## src/rtl/prco_sequencer_pkg.sv

```systemverilog
// prco_sequencer_pkg: state encodings, latched request flags and PC helper for the PRCO sequencer
package prco_sequencer_pkg;

    localparam logic [2:0] PRCO_SEQ_IDLE   = 3'd0;
    localparam logic [2:0] PRCO_SEQ_FETCH  = 3'd1;
    localparam logic [2:0] PRCO_SEQ_DECODE = 3'd2;
    localparam logic [2:0] PRCO_SEQ_EXEC   = 3'd3;
    localparam logic [2:0] PRCO_SEQ_MEM    = 3'd4;
    localparam logic [2:0] PRCO_SEQ_WB     = 3'd5;
    localparam logic [2:0] PRCO_SEQ_FAULT  = 3'd7;

    typedef struct packed {
        logic reg_we;
        logic req_ram;
        logic req_ram_we;
    } prco_req_t;

    function automatic logic [15:0] prco_pc_inc(input logic [15:0] pc);
        return pc + 16'd1;
    endfunction

endpackage

```

## src/rtl/prco_seq_timeout.sv

```systemverilog
// prco_seq_timeout: handshake wait counter, cleared on state entry, expires at all-ones
module prco_seq_timeout #(
    parameter int TIMEOUT_W = 4
) (
    input  logic i_clk,
    input  logic i_reset,
    input  logic i_clear,
    input  logic i_en,
    output logic q_expired
);

    logic [TIMEOUT_W-1:0] r_count;

    // count waiting cycles; clear takes priority so every state starts from zero
    always_ff @(posedge i_clk or posedge i_reset) begin
        if (i_reset)
            r_count <= '0;
        else if (i_clear)
            r_count <= '0;
        else if (i_en)
            r_count <= r_count + 1'b1;
    end

    assign q_expired = &r_count;

endmodule

```

## src/rtl/prco_sequencer.sv

```systemverilog
// prco_sequencer: multi-cycle FETCH/DECODE/EXEC/MEM/WB control FSM with PC and handshake timeout
module prco_sequencer
    import prco_sequencer_pkg::*;
#(
    parameter logic [15:0] PC_RESET  = 16'h0000,
    parameter int          TIMEOUT_W = 4
) (
    input  logic        i_clk,
    input  logic        i_reset,
    input  logic        i_en,
    output logic        q_fetch_ce,
    input  logic        i_fetch_valid,
    output logic        q_dec_ce,
    input  logic        i_dec_ce,
    input  logic        i_dec_fetch,
    input  logic        i_reg_we,
    input  logic        i_req_ram,
    input  logic        i_req_ram_we,
    output logic        q_alu_ce,
    input  logic        i_alu_done,
    input  logic        i_jmp_taken,
    input  logic [15:0] i_jmp_addr,
    output logic        q_mem_ce,
    output logic        q_mem_we,
    input  logic        i_mem_ack,
    output logic        q_reg_we,
    output logic [15:0] q_pc,
    output logic [2:0]  q_state,
    output logic        q_fault
);

    logic [2:0]  r_state;
    logic [2:0]  w_next;
    logic        w_hs;
    logic        w_wait;
    logic        w_enter;
    logic        w_expired;
    prco_req_t   r_req;
    logic        r_jmp_taken;
    logic [15:0] r_jmp_addr;
    logic [15:0] r_pc;
    logic        r_fetch_ce;
    logic        r_dec_ce;
    logic        r_alu_ce;
    logic        r_mem_ce;
    logic        r_mem_we;
    logic        r_reg_we;
    logic        r_fault;

    // the handshake each waiting state is blocked on; anything else is ignored
    always_comb begin
        w_hs = r_state == PRCO_SEQ_FETCH  ? i_fetch_valid :
               r_state == PRCO_SEQ_DECODE ? (i_dec_fetch | i_dec_ce) :
               r_state == PRCO_SEQ_EXEC   ? i_alu_done :
               r_state == PRCO_SEQ_MEM    ? i_mem_ack : 1'b0;
        w_wait = r_state inside {PRCO_SEQ_FETCH, PRCO_SEQ_DECODE, PRCO_SEQ_EXEC, PRCO_SEQ_MEM};
        w_enter = w_next != r_state;
    end

    // next state; a handshake in the expiry cycle still takes the normal path
    always_comb begin
        w_next = r_state;
        case (r_state)
            PRCO_SEQ_IDLE:   w_next = i_en ? PRCO_SEQ_FETCH : PRCO_SEQ_IDLE;
            PRCO_SEQ_FETCH:  w_next = i_fetch_valid ? PRCO_SEQ_DECODE :
                                      w_expired ? PRCO_SEQ_FAULT : PRCO_SEQ_FETCH;
            PRCO_SEQ_DECODE: w_next = i_dec_fetch ? PRCO_SEQ_FETCH :
                                      i_dec_ce ? PRCO_SEQ_EXEC :
                                      w_expired ? PRCO_SEQ_FAULT : PRCO_SEQ_DECODE;
            PRCO_SEQ_EXEC:   w_next = i_alu_done ? (r_req.req_ram ? PRCO_SEQ_MEM : PRCO_SEQ_WB) :
                                      w_expired ? PRCO_SEQ_FAULT : PRCO_SEQ_EXEC;
            PRCO_SEQ_MEM:    w_next = i_mem_ack ? PRCO_SEQ_WB :
                                      w_expired ? PRCO_SEQ_FAULT : PRCO_SEQ_MEM;
            PRCO_SEQ_WB:     w_next = i_en ? PRCO_SEQ_FETCH : PRCO_SEQ_IDLE;
            PRCO_SEQ_FAULT:  w_next = PRCO_SEQ_FAULT;
            default:         w_next = PRCO_SEQ_IDLE;
        endcase
    end

    prco_seq_timeout #(
        .TIMEOUT_W (TIMEOUT_W)
    ) u_timeout (
        .i_clk     (i_clk),
        .i_reset   (i_reset),
        .i_clear   (w_enter),
        .i_en      (w_wait & ~w_hs),
        .q_expired (w_expired)
    );

    // state and registered outputs; pulses fire only on entry into their state
    always_ff @(posedge i_clk or posedge i_reset) begin
        if (i_reset) begin
            r_state    <= PRCO_SEQ_IDLE;
            r_fetch_ce <= 1'b0;
            r_dec_ce   <= 1'b0;
            r_alu_ce   <= 1'b0;
            r_mem_ce   <= 1'b0;
            r_mem_we   <= 1'b0;
            r_reg_we   <= 1'b0;
            r_fault    <= 1'b0;
        end else begin
            r_state    <= w_next;
            r_fetch_ce <= w_enter && w_next == PRCO_SEQ_FETCH;
            r_dec_ce   <= w_enter && w_next == PRCO_SEQ_DECODE;
            r_alu_ce   <= w_enter && w_next == PRCO_SEQ_EXEC;
            r_mem_ce   <= w_enter && w_next == PRCO_SEQ_MEM;
            r_mem_we   <= w_next == PRCO_SEQ_MEM ? r_req.req_ram_we : 1'b0;
            r_reg_we   <= w_enter && w_next == PRCO_SEQ_WB && r_req.reg_we;
            r_fault    <= w_next == PRCO_SEQ_FAULT;
        end
    end

    // capture decoder request flags and the resolved jump for later stages
    always_ff @(posedge i_clk or posedge i_reset) begin
        if (i_reset) begin
            r_req       <= '0;
            r_jmp_taken <= 1'b0;
            r_jmp_addr  <= '0;
        end else begin
            if (r_state == PRCO_SEQ_DECODE && !i_dec_fetch && i_dec_ce)
                r_req <= '{reg_we: i_reg_we, req_ram: i_req_ram, req_ram_we: i_req_ram_we};
            if (r_state == PRCO_SEQ_EXEC && i_alu_done) begin
                r_jmp_taken <= i_jmp_taken;
                r_jmp_addr  <= i_jmp_addr;
            end
        end
    end

    // program counter: skip past NOPs in DECODE, advance or jump in WB
    always_ff @(posedge i_clk or posedge i_reset) begin
        if (i_reset)
            r_pc <= PC_RESET;
        else if (r_state == PRCO_SEQ_DECODE && i_dec_fetch)
            r_pc <= prco_pc_inc(r_pc);
        else if (r_state == PRCO_SEQ_WB)
            r_pc <= r_jmp_taken ? r_jmp_addr : prco_pc_inc(r_pc);
    end

    assign q_fetch_ce = r_fetch_ce;
    assign q_dec_ce   = r_dec_ce;
    assign q_alu_ce   = r_alu_ce;
    assign q_mem_ce   = r_mem_ce;
    assign q_mem_we   = r_mem_we;
    assign q_reg_we   = r_reg_we;
    assign q_pc       = r_pc;
    assign q_state    = r_state;
    assign q_fault    = r_fault;

endmodule

```

## config.mk

```make
export PLATFORM = sky130hd
export DESIGN_NAME = prco_sequencer
export DESIGN_NICKNAME = d
export VERILOG_FILES = /design/src/rtl/prco_sequencer_pkg.sv /design/src/rtl/prco_seq_timeout.sv /design/src/rtl/prco_sequencer.sv
export SDC_FILE = /design/constraint.sdc
export NUM_CORES = 1
export LEC_CHECK = 0
export BUFFER_PORTS_ARGS = -buffer_cell sky130_fd_sc_hd__buf_2
export CAP_MARGIN = 0
export CORE_ASPECT_RATIO = 0.8
export CORE_MARGIN = 1.5
export CORE_UTILIZATION = 30
export CTS_BUF_LIST = sky130_fd_sc_hd__clkbuf_8 sky130_fd_sc_hd__clkbuf_16
export DETAILED_ROUTE_END_ITERATION = 10
export GPL_TIMING_DRIVEN = 0
export PLACE_DENSITY = 0.59
export SYNTH_ARGS = -nofsm -noshare
export SYNTH_HDL_FRONTEND = slang
export SYNTH_SLANG_ARGS = --single-unit
```

## constraint.sdc

```tcl
create_clock -name i_clk -period 1.45 [get_ports i_clk]
set_input_delay 0.2175 -clock i_clk [delete_from_list [all_inputs] [get_ports i_clk]]
set_output_delay 0.2175 -clock i_clk [all_outputs]
set_load 0.005 [all_outputs]
```

### Word level (Yosys, flattened, before mapping)

Cells that the tools add are included.

* memories kept: 0
* memory bits (writable): 0
* memory bits (read-only): 0
* bits in latches: 0
* register bits after elaboration: 50
* input port bits: 28

* add/sub/neg operators: 2
* div/mod/pow operators: 0
* shifts and indexed selects: 0
* muxes and demuxes: 22
* reductions and logical operators: 17
* multipliers: 0
* bitwise gates (word level): 3
* eq/ne operators: 13
* order comparisons: 0

Operators with widths (number)
* 16-bit 2-to-1 mux: 3
* 3-bit 2-to-1 mux: 7
* 3-bit equality test, second input constant: 6
* 3-bit case mux with 6 select lines: 1
* 16-bit by 1-bit adder with 16-bit output, second input constant: 1
* 3-bit by 2-bit equality test with 1-bit output, second input constant: 4
* 1-bit logical AND: 10
* 4-bit 2-to-1 mux: 2
* 1-bit 2-to-1 mux: 7
* 3-bit by 1-bit equality test with 1-bit output, second input constant: 2
* 4-bit by 1-bit adder with 4-bit output, second input constant: 1
* 2-bit 2-to-1 mux: 2
* 4-bit AND reduction: 1
* 2-bit nonzero test: 2
* 4-bit nonzero test: 1
* 3-bit logical NOT: 1
* 3-bit inequality test: 1
* 2-bit OR reduction: 1
* 1-bit AND: 1
* 1-bit logical NOT: 1
* 1-bit NOT: 1
* 1-bit bitwise OR: 1

### Longest topological paths before layout

* depth after elaboration: 9
* depth in mapped cells: 7
* gate-level depth less buffers: 6

### Modules after synthesis

Synthesis repeated with hierarchy kept, for this count alone.

* cells, all modules: 244
* area total of the unflattened synthesis: 2615.0 µm²

Modules (own cells, without submodules)
* prco_sequencer: cells each 226, times used 1, area an instance 2412.3 µm², sequential area each 1151.1 µm²
* prco_seq_timeout: cells each 18, times used 1, area an instance 202.7 µm², sequential area each 100.1 µm²

### Worst setup path after synthesis

OpenSTA, ideal clock, no wires.

* kind: register to register
* from: register r_state[0] (netlist: q_state[0])
* to: register r_pc[5] (netlist: q_pc[5])
* path slack: -176 ps
* arrival: 1505 ps
* cell stages (with the launch flop): 7
* path buffers: 2
* cells stage by stage: dfrtp_1 buf_6 nand4bb_1 buf_2 nand2_1 mux2_2 o22a_1

* cells in the longest elaborated chain, start to end: 3
* elaborated cells on any way between the ends: 5

Ends and longest elaborated chain
* start, declared: line prco_sequencer.sv:32 `logic [2:0] r_state;`
* start signal, assigned: line prco_sequencer.sv:102 `r_state <= w_next;`
* 3-bit by 2-bit equality test with 1-bit output: line prco_sequencer.sv:133 `else if (r_state == PRCO_SEQ_DECODE && i_dec_fetch)`
* 1-bit logical AND: line prco_sequencer.sv:133
* 16-bit 2-to-1 mux or 2-bit nonzero test (tied branches)
* end signal, assigned: line prco_sequencer.sv:134 `r_pc <= prco_pc_inc(r_pc);`
* end signal, assigned: line prco_sequencer.sv:136 `r_pc <= r_jmp_taken ? r_jmp_addr : prco_pc_inc(r_pc);`
* end, declared: line prco_sequencer.sv:41 `logic [15:0] r_pc;`

Several ways; a longest one is shown, not always the timed one.
A chain may end at the register's enable or synchronous reset.

### Final worst setup path

Ends and elaborated chain as after synthesis.

==> impl_metrics.csv <==
group,metric,value,unit
timing,relSlewSlack,68.1,%
logic_synthesis,synth-edff-count,0,
worst_setup_path,crit_chain,"buf_6 -> nand4bb_1 -> buf_6 -> nand2_4 -> mux2_4 -> o22a_1",
worst_setup_path,crit_top_cell,"buf_6",
worst_setup_path,cpPeakStageDelay,0.41,ns
final_layout,drive_above_1_share,50.7,%
logic_synthesis,synth_area_leader_cell,"dfrtp_1",
logic_synthesis,netlist.area_leader.share,45.3,%
worst_setup_path,critPathSlowestCell,"dfrtp_1",
global_routing,grt_max_degree,34,
logic_synthesis,syn-instance-count,259,
timing,period_minus_slack,1.70,ns
logic_synthesis,synth_area_leaders,"dfrtp_1 (45%), mux2_2 (8.6%), a21oi_1 (2.4%), a211oi_1 (2.2%), inv_1 (2.0%)",
place,io_buffers,53,
place,placed_cell_area,3290,um2
clocking,cts_htree_levels,2,
final_layout,layout_common_cells,"buf_2 (56), dfrtp_1 (47), mux2_2 (19), buf_4 (15), inv_1 (14)",
logic_synthesis,ys.flop_type,"dfrtp_1",
final_layout,final_core_util,43.2,%
timing,rsz0062_at_grt,"true",
logic_synthesis,avgSynthCellArea,10.7,um2
timing,final-setup-viol-count,47,
logic_synthesis,async_flop_share,100,%
worst_setup_path,start_kind,"flip-flop",
logic_synthesis,synth_seq_cells,50,
clocking,cts_inserted_buffers,5,
timing,fin_crit_sh,118,%
final_layout,insertedDiodeCount,0,
route,dr_total_vias,2403,
floorplanning,coreArea,9000,um2
timing,fin_skew,0.00511,ns
route,drt_iter0_drc,123,
timing,hold_viol,0,
logic_synthesis,syn_nets,289,
global_routing,overflow,0,
place,gp_congestion,0.843,
global_routing,grt_antenna_before_repair,0,
place,dp_cells,428,
route,avgRoutedWirePerCell,16.8,um
route,antenna_left,0,
floorplanning,die_w,110,um
clocking,clkSinkCount,50,
route,drt_pass1_iterations,4,
timing,setup_ws,-0.254,ns
worst_setup_path,reg2reg_slack,-0.25,ns
outcome,violations,"negative setup slack",
global_routing,grt_pass1_vias,2447,
timing,timing.fmax,587,MHz
place,hpwl,5240,um
timing,max_slew.worst_pin.slew,0.478,ns
worst_setup_path,end_kind,"flip-flop",
final_layout,finalNetCount,373,
timing,slew_violations,0,
logic_synthesis,synth_cell_types,64,
power_and_ir_drop,power_leakage,1.73,nW
run,max-cap-violations,0,
power_and_ir_drop,power.density,663,nW/um2
final_layout,area_delta_synth_final,40.8,%
clocking,root_buffer,"clkbuf_16",
logic_synthesis,synth_seq_area_share,45.3,%
logic_synthesis,synth.cell_area,2760,um2
clocking,cts_max_path_buffers,2,
clocking,tritoncts,"done",
clocking,worstSkewPairLatency,0.28,ns
outcome,status,"finished, violations left",
power_and_ir_drop,ir_drop,0.599,mV
floorplanning,io_pins,54,
logic_synthesis,synth_warnings,0,
route,via_per_inst,5.25,
worst_setup_path,cp.arrival,1.88,ns
global_routing,grt_first_pass_wirelength,12200,um
worst_setup_path,path_max_fanout,7,
worst_setup_path,crit_type,"flip-flop to flip-flop",
floorplanning,dieArea,9800,um2
clocking,clk_pin_slew_worst_paths,0.06,ns
final_layout,final_cells,458,
route,drc_errors,0,
floorplanning,rows,31,
final_layout,stdcell_area,3890,um2
global_routing,groute.usage.overall,16.1,%
route,wl,7670,um
final_layout,final_common_cell,"buf_2",
floorplanning,start_util,30.7,%
floorplanning,die-height,88.9,um
worst_hold_path,hp-class,"input pin to flip-flop",
worst_setup_path,cp.required,1.62,ns
## registers in the layout, indices dropped and copies added, names as in the netlist
signal,count
q_alu_ce,1
q_dec_ce,1
q_fault,1
q_fetch_ce,1
q_mem_ce,1
q_mem_we,1
q_pc,16
q_reg_we,1
q_state,3
r_jmp_addr,16
r_jmp_taken,1
r_req,3
u_timeout.r_count,4
## Yosys cell counts (2+ instances only)
| library cell | count |
|---|---|
| a31oi_1 | 2 |
| o21ai_0 | 9 |
| o311ai_0 | 3 |
| and3_1 | 4 |
| o22a_1 | 3 |
| a22oi_1 | 7 |
| mux2_2 | 21 |
| nand4_1 | 6 |
| a221o_1 | 2 |
| dfrtp_1 | 50 |
| a21oi_1 | 13 |
| nand3_2 | 2 |
| and4_1 | 5 |
| buf_2 | 6 |
| nor4b_2 | 2 |
| or3_1 | 2 |
| ha_1 | 2 |
| and4b_1 | 2 |
| o211ai_1 | 7 |
| o2bb2ai_1 | 2 |
| a211oi_1 | 8 |
| inv_1 | 15 |
| nand2b_1 | 4 |
| and2_4 | 2 |
| nor3b_2 | 2 |
| nand2_1 | 12 |
| o31ai_1 | 2 |
| a211o_1 | 4 |
| buf_4 | 3 |
| o22ai_1 | 3 |
| nor3_1 | 5 |
| buf_6 | 2 |
| nand3_1 | 11 |
| nor2_1 | 6 |
## critical path: cells and delay by family, from the launching register on
family	cells	cell delay, ns
and+or+nand+nor	2	0.33
DFF	1	0.41
muxes	1	0.31
AOI/OAI and AO/OA	1	0.19
buffers and inverters	2	0.34
## stage by stage
step	power, mW	worst slack, ns	hold slack [ns]	setup TNS (ns)
5_1_grt	2.64	-0.328	0.162	-9.44
3_3_place_gp	1.50	-0.711	0.449	-42.63
3_5_place_dp	1.51	-0.347	0.243	-8.00
2_1_floorplan	1.45	-0.0844	0.351	-0.799
4_1_cts	2.61	-0.246	0.158	-6.22
6_report	2.58	-0.254	0.161	-6.31
## cells by family after synthesis
kind of cell / Yosys count / share of synthesized area [%]
and+or+nand+nor: 78 / 19.1
AOI/OAI and AO/OA: 78 / 20.7
adders and majority gates: 2 / 0.905
DFF: 50 / 45.3
muxes: 22 / 8.92
buffers and inverters: 29 / 5.16
## power by group
group	switching (mW)	internal (mW)
sequential	0	1.39
combinational	0.0558	0.0355
clock	0.474	0.618
## metal layers
layer	wire, um	part of all wire (%)	GRT usage, %	vias up
met5	0	0	0	-
met3	457	6.0	3.31	2
li1	-	-	-	1151
met2	3630	47	25.9	62
met1	3550	46	22.4	1188
met4	35	0.46	3.73	0
## worst paths after layout
| kind | from | end | cells past startpoint |
|---|---|---|---|
| min in group asynchronous | i_reset | r_jmp_addr[5] | 3 |
| worst min-delay path | i_jmp_addr[10] | r_jmp_addr[10] | 2 |
| worst max register to register | q_state[0] | q_pc[5] | 6 |
| max in group asynchronous | i_reset | q_pc[7] | 4 |
| worst min register to register | r_req[2] | r_req[2] | 1 |
| worst max-delay path | q_state[0] | q_pc[5] | 6 |
## repair_timing
item	in CTS	in global routing
hold buffers	1	0
cloned	3	0
endpoints found under the setup margin	48	48
gates resized for setup	40	18
endpoints found under the hold margin	17	0
buffers inserted	20	0
pin swaps	9	3
## layout make-up
cell class | instances | area, um2
Buffer | 12 | 126
Clock buffer | 5 | 125
Clock inverter | 2 | 7.51
Fill cell | 879 | 5110
Inverter | 16 | 65.1
Multi-Input combinational cell | 180 | 1630
Sequential cell | 50 | 1250
Tap cell | 115 | 144
Timing Repair Buffer | 78 | 542
No activity file was read; power rests on OpenSTA's default activity.
